`config.mk`:
```
export PLATFORM = sky130hd
export DESIGN_NAME = instr_mem_responder_flat
export DESIGN_NICKNAME = d
export VERILOG_FILES = /design/src/rtl/instr_mem_responder_if.sv /design/src/rtl/instr_mem_responder.sv /design/src/flat_wrapper.sv
export SDC_FILE = /design/constraint.sdc
export NUM_CORES = 2
export LEC_CHECK = 0
export BUFFER_PORTS_ARGS = -buffer_cell sky130_fd_sc_hd__buf_4
export CAP_MARGIN = 20
export CORE_MARGIN = 4
export CORE_UTILIZATION = 66
export CTS_BUF_LIST = sky130_fd_sc_hd__clkbuf_4 sky130_fd_sc_hd__clkbuf_8 sky130_fd_sc_hd__clkbuf_16
export DETAILED_ROUTE_END_ITERATION = 6
export PLACE_DENSITY = 0.82
export SETUP_SLACK_MARGIN = 0.15
export SYNTH_ARGS = -nofsm -noshare
export SYNTH_HDL_FRONTEND = slang
export SYNTH_SLANG_ARGS = --single-unit
```
`constraint.sdc`:
```
create_clock -name clk -period 15.05 [get_ports clk]
set_input_delay 0.7525 -clock clk [delete_from_list [all_inputs] [get_ports clk]]
set_output_delay 0.7525 -clock clk [all_outputs]
set_load 0.05 [all_outputs]
```
`src/rtl/instr_mem_responder_if.sv`:
```
// Bus between the fetch unit (initiator) and the instruction memory responder.
//   rw_mem     : 0 = initiator drives bus_in (address/data beat), 1 = initiator reads bus_out
//   wr_en      : sampled with the address beat, 1 = write transaction
//   bus_in     : address beat (low address bits) or write-data beat
//   bus_out    : registered read data from the responder
//   data_valid : bus_out holds the word for the current read transaction
interface instr_mem_responder_if #(
  parameter int DATA_W = 8
);
  logic              rw_mem;
  logic              wr_en;
  logic [DATA_W-1:0] bus_in;
  logic [DATA_W-1:0] bus_out;
  logic              data_valid;

  modport master (
    output rw_mem, wr_en, bus_in,
    input  bus_out, data_valid
  );

  modport slave (
    input  rw_mem, wr_en, bus_in,
    output bus_out, data_valid
  );
endinterface

```
`src/rtl/instr_mem_responder.sv`:
```
// Memory-side responder for the rw_mem bus used by the fetch unit.
// Holds 2**ADDR_W words of instruction/data storage, serves read and write
// transactions over the bus interface, and accepts side-band preload writes
// at any time (preload wins over a bus write, which then stalls).
//   clk        : clock, rising edge
//   rst        : asynchronous active-high reset (memory contents are kept)
//   bus        : slave side of instr_mem_responder_if
//   load_en    : preload write strobe
//   load_addr  : preload address
//   load_data  : preload data
module instr_mem_responder #(
  parameter int DATA_W = 8,
  parameter int ADDR_W = 8
) (
  input  logic                  clk,
  input  logic                  rst,
  instr_mem_responder_if.slave  bus,
  input  logic                  load_en,
  input  logic [ADDR_W-1:0]     load_addr,
  input  logic [DATA_W-1:0]     load_data
);

  typedef enum logic [1:0] {
    IDLE,
    READ,
    WDATA
  } state_t;

  state_t            state;
  state_t            state_nxt;
  logic [ADDR_W-1:0] addr_q;
  logic              cap_addr;
  logic              bus_we;
  logic              rd_refresh;
  logic              dv_nxt;

  logic [DATA_W-1:0] mem [2**ADDR_W];

  // State register
  always_ff @(posedge clk or posedge rst) begin
    if (rst) begin
      state <= IDLE;
    end else begin
      state <= state_nxt;
    end
  end

  // Next-state logic
  always_comb begin
    state_nxt = state;
    case (state)
      IDLE, READ: begin
        if (!bus.rw_mem) begin
          state_nxt = bus.wr_en ? WDATA : READ;
        end
      end
      WDATA: begin
        if (!bus.rw_mem && !load_en) begin
          state_nxt = IDLE;
        end
      end
      default: state_nxt = IDLE;
    endcase
  end

  // Control decode
  always_comb begin
    cap_addr   = 1'b0;
    bus_we     = 1'b0;
    rd_refresh = 1'b0;
    dv_nxt     = 1'b0;
    case (state)
      IDLE: begin
        cap_addr = !bus.rw_mem;
      end
      READ: begin
        cap_addr   = !bus.rw_mem;
        rd_refresh = 1'b1;
        // Valid drops on the edge that starts the next transaction.
        dv_nxt     = bus.rw_mem;
      end
      WDATA: begin
        // Preload owns the write port this edge; the bus write retries next edge.
        bus_we = !bus.rw_mem && !load_en;
      end
      default: ;
    endcase
  end

  // Address and read-data registers
  always_ff @(posedge clk or posedge rst) begin
    if (rst) begin
      addr_q         <= '0;
      bus.bus_out    <= '0;
      bus.data_valid <= 1'b0;
    end else begin
      if (cap_addr) begin
        addr_q <= bus.bus_in[ADDR_W-1:0];
      end
      if (rd_refresh) begin
        bus.bus_out <= mem[addr_q];
      end
      bus.data_valid <= dv_nxt;
    end
  end

  // Storage: single write port shared by preload and bus, never reset
  always_ff @(posedge clk) begin
    if (load_en) begin
      mem[load_addr] <= load_data;
    end else if (bus_we) begin
      mem[addr_q] <= bus.bus_in;
    end
  end

endmodule

```
`src/flat_wrapper.sv`:
```
// flat-port wrapper written by rule: the top's interface ports become plain ports
module instr_mem_responder_flat 
#(
  parameter int DATA_W = 8,
  parameter int ADDR_W = 8
)
  (clk, rst, load_en, load_addr, load_data, bus_rw_mem, bus_wr_en, bus_bus_in, bus_bus_out, bus_data_valid);
  instr_mem_responder_if #(.DATA_W(DATA_W)) bus_i ();
  input  logic clk;
  input  logic rst;
  input  logic load_en;
  input  logic [ADDR_W-1:0] load_addr;
  input  logic [DATA_W-1:0] load_data;
  input wire logic [$bits(bus_i.rw_mem)-1:0] bus_rw_mem;
  input wire logic [$bits(bus_i.wr_en)-1:0] bus_wr_en;
  input wire logic [$bits(bus_i.bus_in)-1:0] bus_bus_in;
  output wire logic [$bits(bus_i.bus_out)-1:0] bus_bus_out;
  output wire logic [$bits(bus_i.data_valid)-1:0] bus_data_valid;
  assign bus_i.rw_mem = bus_rw_mem;
  assign bus_i.wr_en = bus_wr_en;
  assign bus_i.bus_in = bus_bus_in;
  assign bus_bus_out = bus_i.bus_out;
  assign bus_data_valid = bus_i.data_valid;
  instr_mem_responder #(.DATA_W(DATA_W), .ADDR_W(ADDR_W)) u_core (.clk(clk), .rst(rst), .bus(bus_i), .load_en(load_en), .load_addr(load_addr), .load_data(load_data));
endmodule
```
==> impl_metrics.env <==
export IMPL_hold_viol_final=0
export IMPL_arrival_ns=6.04
export IMPL_reg2reg_slack_ns=9.73
export IMPL_yosysSeqAreaShare=0.764
export IMPL_drive_gt1_frac=0.185
export IMPL_cts_buffers=193
export IMPL_syn_area_um2=81100
export IMPL_wl_per_cell_um=36.2
export IMPL_totalWireLength_mm=214
export IMPL_cts_resized=0
export IMPL_cts_sinks=2067
export IMPL_synth_fa_ha_area_frac=0
export IMPL_fin_crit_sh=0.353
export IMPL_tightest_slew_ns=1.40
export IMPL_die_y_um=359
export IMPL_multiInputGateArea_um2=17800
export IMPL_p_leak_nw=28.7
export IMPL_cts_post_setup_buffers_inserted=0
export IMPL_synthArstFlopShare=0.00919
export IMPL_synthCells=4060
export IMPL_critPathRequiredTime_ns=15.77
export IMPL_core_um2=122000
export IMPL_grt_util_all_layers=0.335
export IMPL_nets=4161
export IMPL_synth_nets=4089
export IMPL_criticalPathCategory="register to register"
export IMPL_setup_viol=0
export IMPL_grt_pass1_vias=42600
export IMPL_reg2reg_to="u_core.bus.bus_out[0]$_DFFE_PP0N_"
export IMPL_clock_tree_root_cell="clkbuf_16"
export IMPL_hpwl_mm=123
export IMPL_gr_usage_met2=0.503
export IMPL_worst_setup_path_end_kind="register"
export IMPL_vias=43500
export IMPL_syn_avg_cell_area_um2=20.0
export IMPL_startpoint_type="register"
export IMPL_start_util=0.666
export IMPL_ff2ff_path_depth=10
export IMPL_use_met1=0.447
export IMPL_synthXorXnorAreaFrac=0
export IMPL_crit_path_max_fanout=60
export IMPL_synth_seq_cells=2067
export IMPL_grt_max_degree=257
export IMPL_pin_count=38
export IMPL_htreeDepth=4
export IMPL_grt_pass1_wl_mm=305
export IMPL_fillCellCount=6346
export IMPL_gr_max_usage_layer="met2"
export IMPL_synth_distinct_cells=60
export IMPL_slew_headroom=0.0582
export IMPL_reg2reg_from="u_core.addr_q[1]$_DFFE_PP0P_"
export IMPL_fp_dieArea_um2=129000
export IMPL_synth_edff_count=2048
export IMPL_met3_usage=0.114
export IMPL_synth_compound_area_share=0.0372
export IMPL_place_ws_ns=9.92
export IMPL_clk_pin_slew_worst_paths_ns=0.07
export IMPL_rows=128
export IMPL_drt_vias_per_instance=7.35
export IMPL_synth_ff_type="edfxtp_1"
export IMPL_setup_ws_ns=9.73
export IMPL_yosys_area_share_simple=0.0311
export IMPL_drt_iter0_drc=7925
export IMPL_gp_congestion=0.909
export IMPL_period_minus_slack_ns=5.32
export IMPL_rsz0062_at_grt="no"
export IMPL_max_freq_ghz=0.188
export IMPL_cts_buffer_depth=3
export IMPL_cts_tree="done"
export IMPL_dieWidth_um=359
export IMPL_synth_mux_area_frac=0.149
export IMPL_status="complete, but fails checks"
export IMPL_numPortBuffers=37
export IMPL_synth_top_family_by_area="multiplexers"
export IMPL_powerDensity_nw_per_um2=153
export IMPL_finalSetupTns_ns=0
export IMPL_ant_nets=0
export IMPL_route_detailed_drc=21
export IMPL_antenna_found_initial=13
export IMPL_fin_skew_ns=0.0390
export IMPL_syn_to_final_growth_pct=9.75
export IMPL_ir_worst_vdd_uv=165
export IMPL_max_cap_viol_count=0
export IMPL_seqCellArea_um2=62000
export IMPL_hold_buffers=0
export IMPL_drv_slew=0
export IMPL_grt_overflow_total=0
export IMPL_violations="design-rule violations"
export IMPL_clk_insertion_delay_late_ns=0.83
export IMPL_ys_warnings_count=0
export IMPL_hold_class="input port to asynchronous set/reset pin"
export IMPL_dr_pass1_iters=7
## how the worst max path moves through the flow
stage                                            start                                 to  slack (ns)  depth (start not counted)
after floorplan                                load_en         u_core.mem[0][0]$_DFFE_PP_        9.43                          5
after global placement    u_core.addr_q[0]$_DFFE_PP0P_  u_core.bus.bus_out[5]$_DFFE_PP0N_        9.91                         10
after detailed placement  u_core.addr_q[0]$_DFFE_PP0P_  u_core.bus.bus_out[4]$_DFFE_PP0N_        9.92                          9
after CTS                 u_core.addr_q[0]$_DFFE_PP0P_  u_core.bus.bus_out[5]$_DFFE_PP0N_        9.83                         10
after global routing      u_core.addr_q[0]$_DFFE_PP0P_  u_core.bus.bus_out[4]$_DFFE_PP0N_        9.57                          9
final                     u_core.addr_q[1]$_DFFE_PP0P_  u_core.bus.bus_out[0]$_DFFE_PP0N_        9.73                         10
## where the power goes
group	switching (mW)	internal [mW]
Clock	2.06	2.75
Combinational	1.50	0.820
Sequential	0.0654	6.44
Total	3.62	10.0
## sequential cells by signal, indices dropped and copies added, names as in the netlist
register,count
u_core.addr_q,8
u_core.bus.bus_out,8
u_core.bus.data_valid,1
u_core.mem,2048
u_core.state,2
## stage by stage
step	cells	hold WS (ns)	util	total power, mW	area [um2]
floorplan	4060	0.566	-	8.15	81100
global placement	5554	0.600	0.679	8.77	82700
detailed placement	5555	0.615	0.679	8.82	82800
CTS	5900	0.0672	0.730	13.5	88900
global route	5907	0.0918	0.730	13.9	89000
finish	5911	0.101	0.731	13.6	89000
## worst max-delay path: stages (launching register included)
cell	delay, ns
dfrtp_4	0.76
buf_4	0.66
buf_4	0.82
buf_4	0.90
mux2i_1	0.25
a22oi_1	0.28
nand2_1	0.11
o41ai_1	0.55
o311ai_1	0.35
o31a_1	0.40
o31ai_2	0.06
## cells in the final DEF (no fill, tap or decap), types with 5 or more instances in the layout
master     instances
edfxtp_1        2048
mux2i_1          430
mux4_2           310
nor2_1           292
clkbuf_16        196
a22oi_1          146
nand2_1          123
buf_4            103
o221ai_1          64
clkbuf_4          48
o22ai_1           47
clkinv_1          43
a21oi_1           35
o21ai_0           31
clkinv_2          30
nor3_1            29
nand3_1           29
mux4_1            26
nand4_1           22
bufinv_16         16
nand3b_1          15
dfrtp_1           15
a211oi_1          13
mux2_2            11
o211ai_1           8
nand2_4            8
buf_12             8
o221ai_2           7
or2_2              6
or3_1              6
o31ai_2            6
inv_6              6
and2_1             5
o21bai_1           5
o41ai_1            5
o311ai_1           5
o31a_1             5
## cell type report
type                       instances  share of cell area
tap                             1625              0.0228
multi-input combinational       1747               0.200
clock buffer                     246              0.0594
timing repair buffer             118              0.0114
clock inverter                    99             0.00996
sequential                      2067               0.696
antenna                            4            0.000112
inverter                           5            0.000239
## synthesized netlist by cell type (4+ instances only)
library cell,instances,share of area
dfrtp_1,19,0.0059
buf_1,8,0.00037
mux2i_1,430,0.053
buf_12,9,0.0022
o31a_1,5,0.00054
clkbuf_1,87,0.0040
a22oi_1,146,0.014
nand3_1,30,0.0019
nand2b_1,5,0.00039
buf_4,37,0.0034
mux2_2,11,0.0015
nand4_1,22,0.0017
o41ai_1,5,0.00054
nand3b_1,15,0.0014
o221ai_2,7,0.0013
buf_6,17,0.0024
buf_2,73,0.0045
o311ai_1,5,0.00054
o22ai_1,47,0.0036
edfxtp_1,2048,0.76
and2_1,5,0.00039
o21bai_1,5,0.00046
o21ai_1,4,0.00025
nor3_1,30,0.0019
o221ai_1,64,0.0069
inv_1,5,0.00023
a21oi_1,35,0.0022
mux4_2,310,0.086
a211oi_1,13,0.0012
o211ai_1,8,0.00074
buf_8,8,0.0015
a2111oi_0,6,0.00065
nor4bb_1,4,0.00049
or2_2,6,0.00046
mux4_1,26,0.0084
o21ai_0,31,0.0019
nand2_1,132,0.0061
or3_1,6,0.00046
nor2_1,292,0.014
o31ai_2,6,0.00093
## routing by layer
| layer | wire length [um] | part of all wire |
|---|---|---|
| met3 | 31300 | 0.15 |
| met5 | 103 | 0.00048 |
| met1 | 70800 | 0.33 |
| met2 | 98000 | 0.46 |
| met4 | 13600 | 0.064 |
## logic make-up (layout without fill, tap and decap cells)
kind of cell	after synthesis	count (layout)
mux	777	777
other cells	0	4
compound gates	405	405
buf+inv	246	468
simple gates	565	565
flops	2067	2067
No activity file was read; power rests on OpenSTA's default activity.
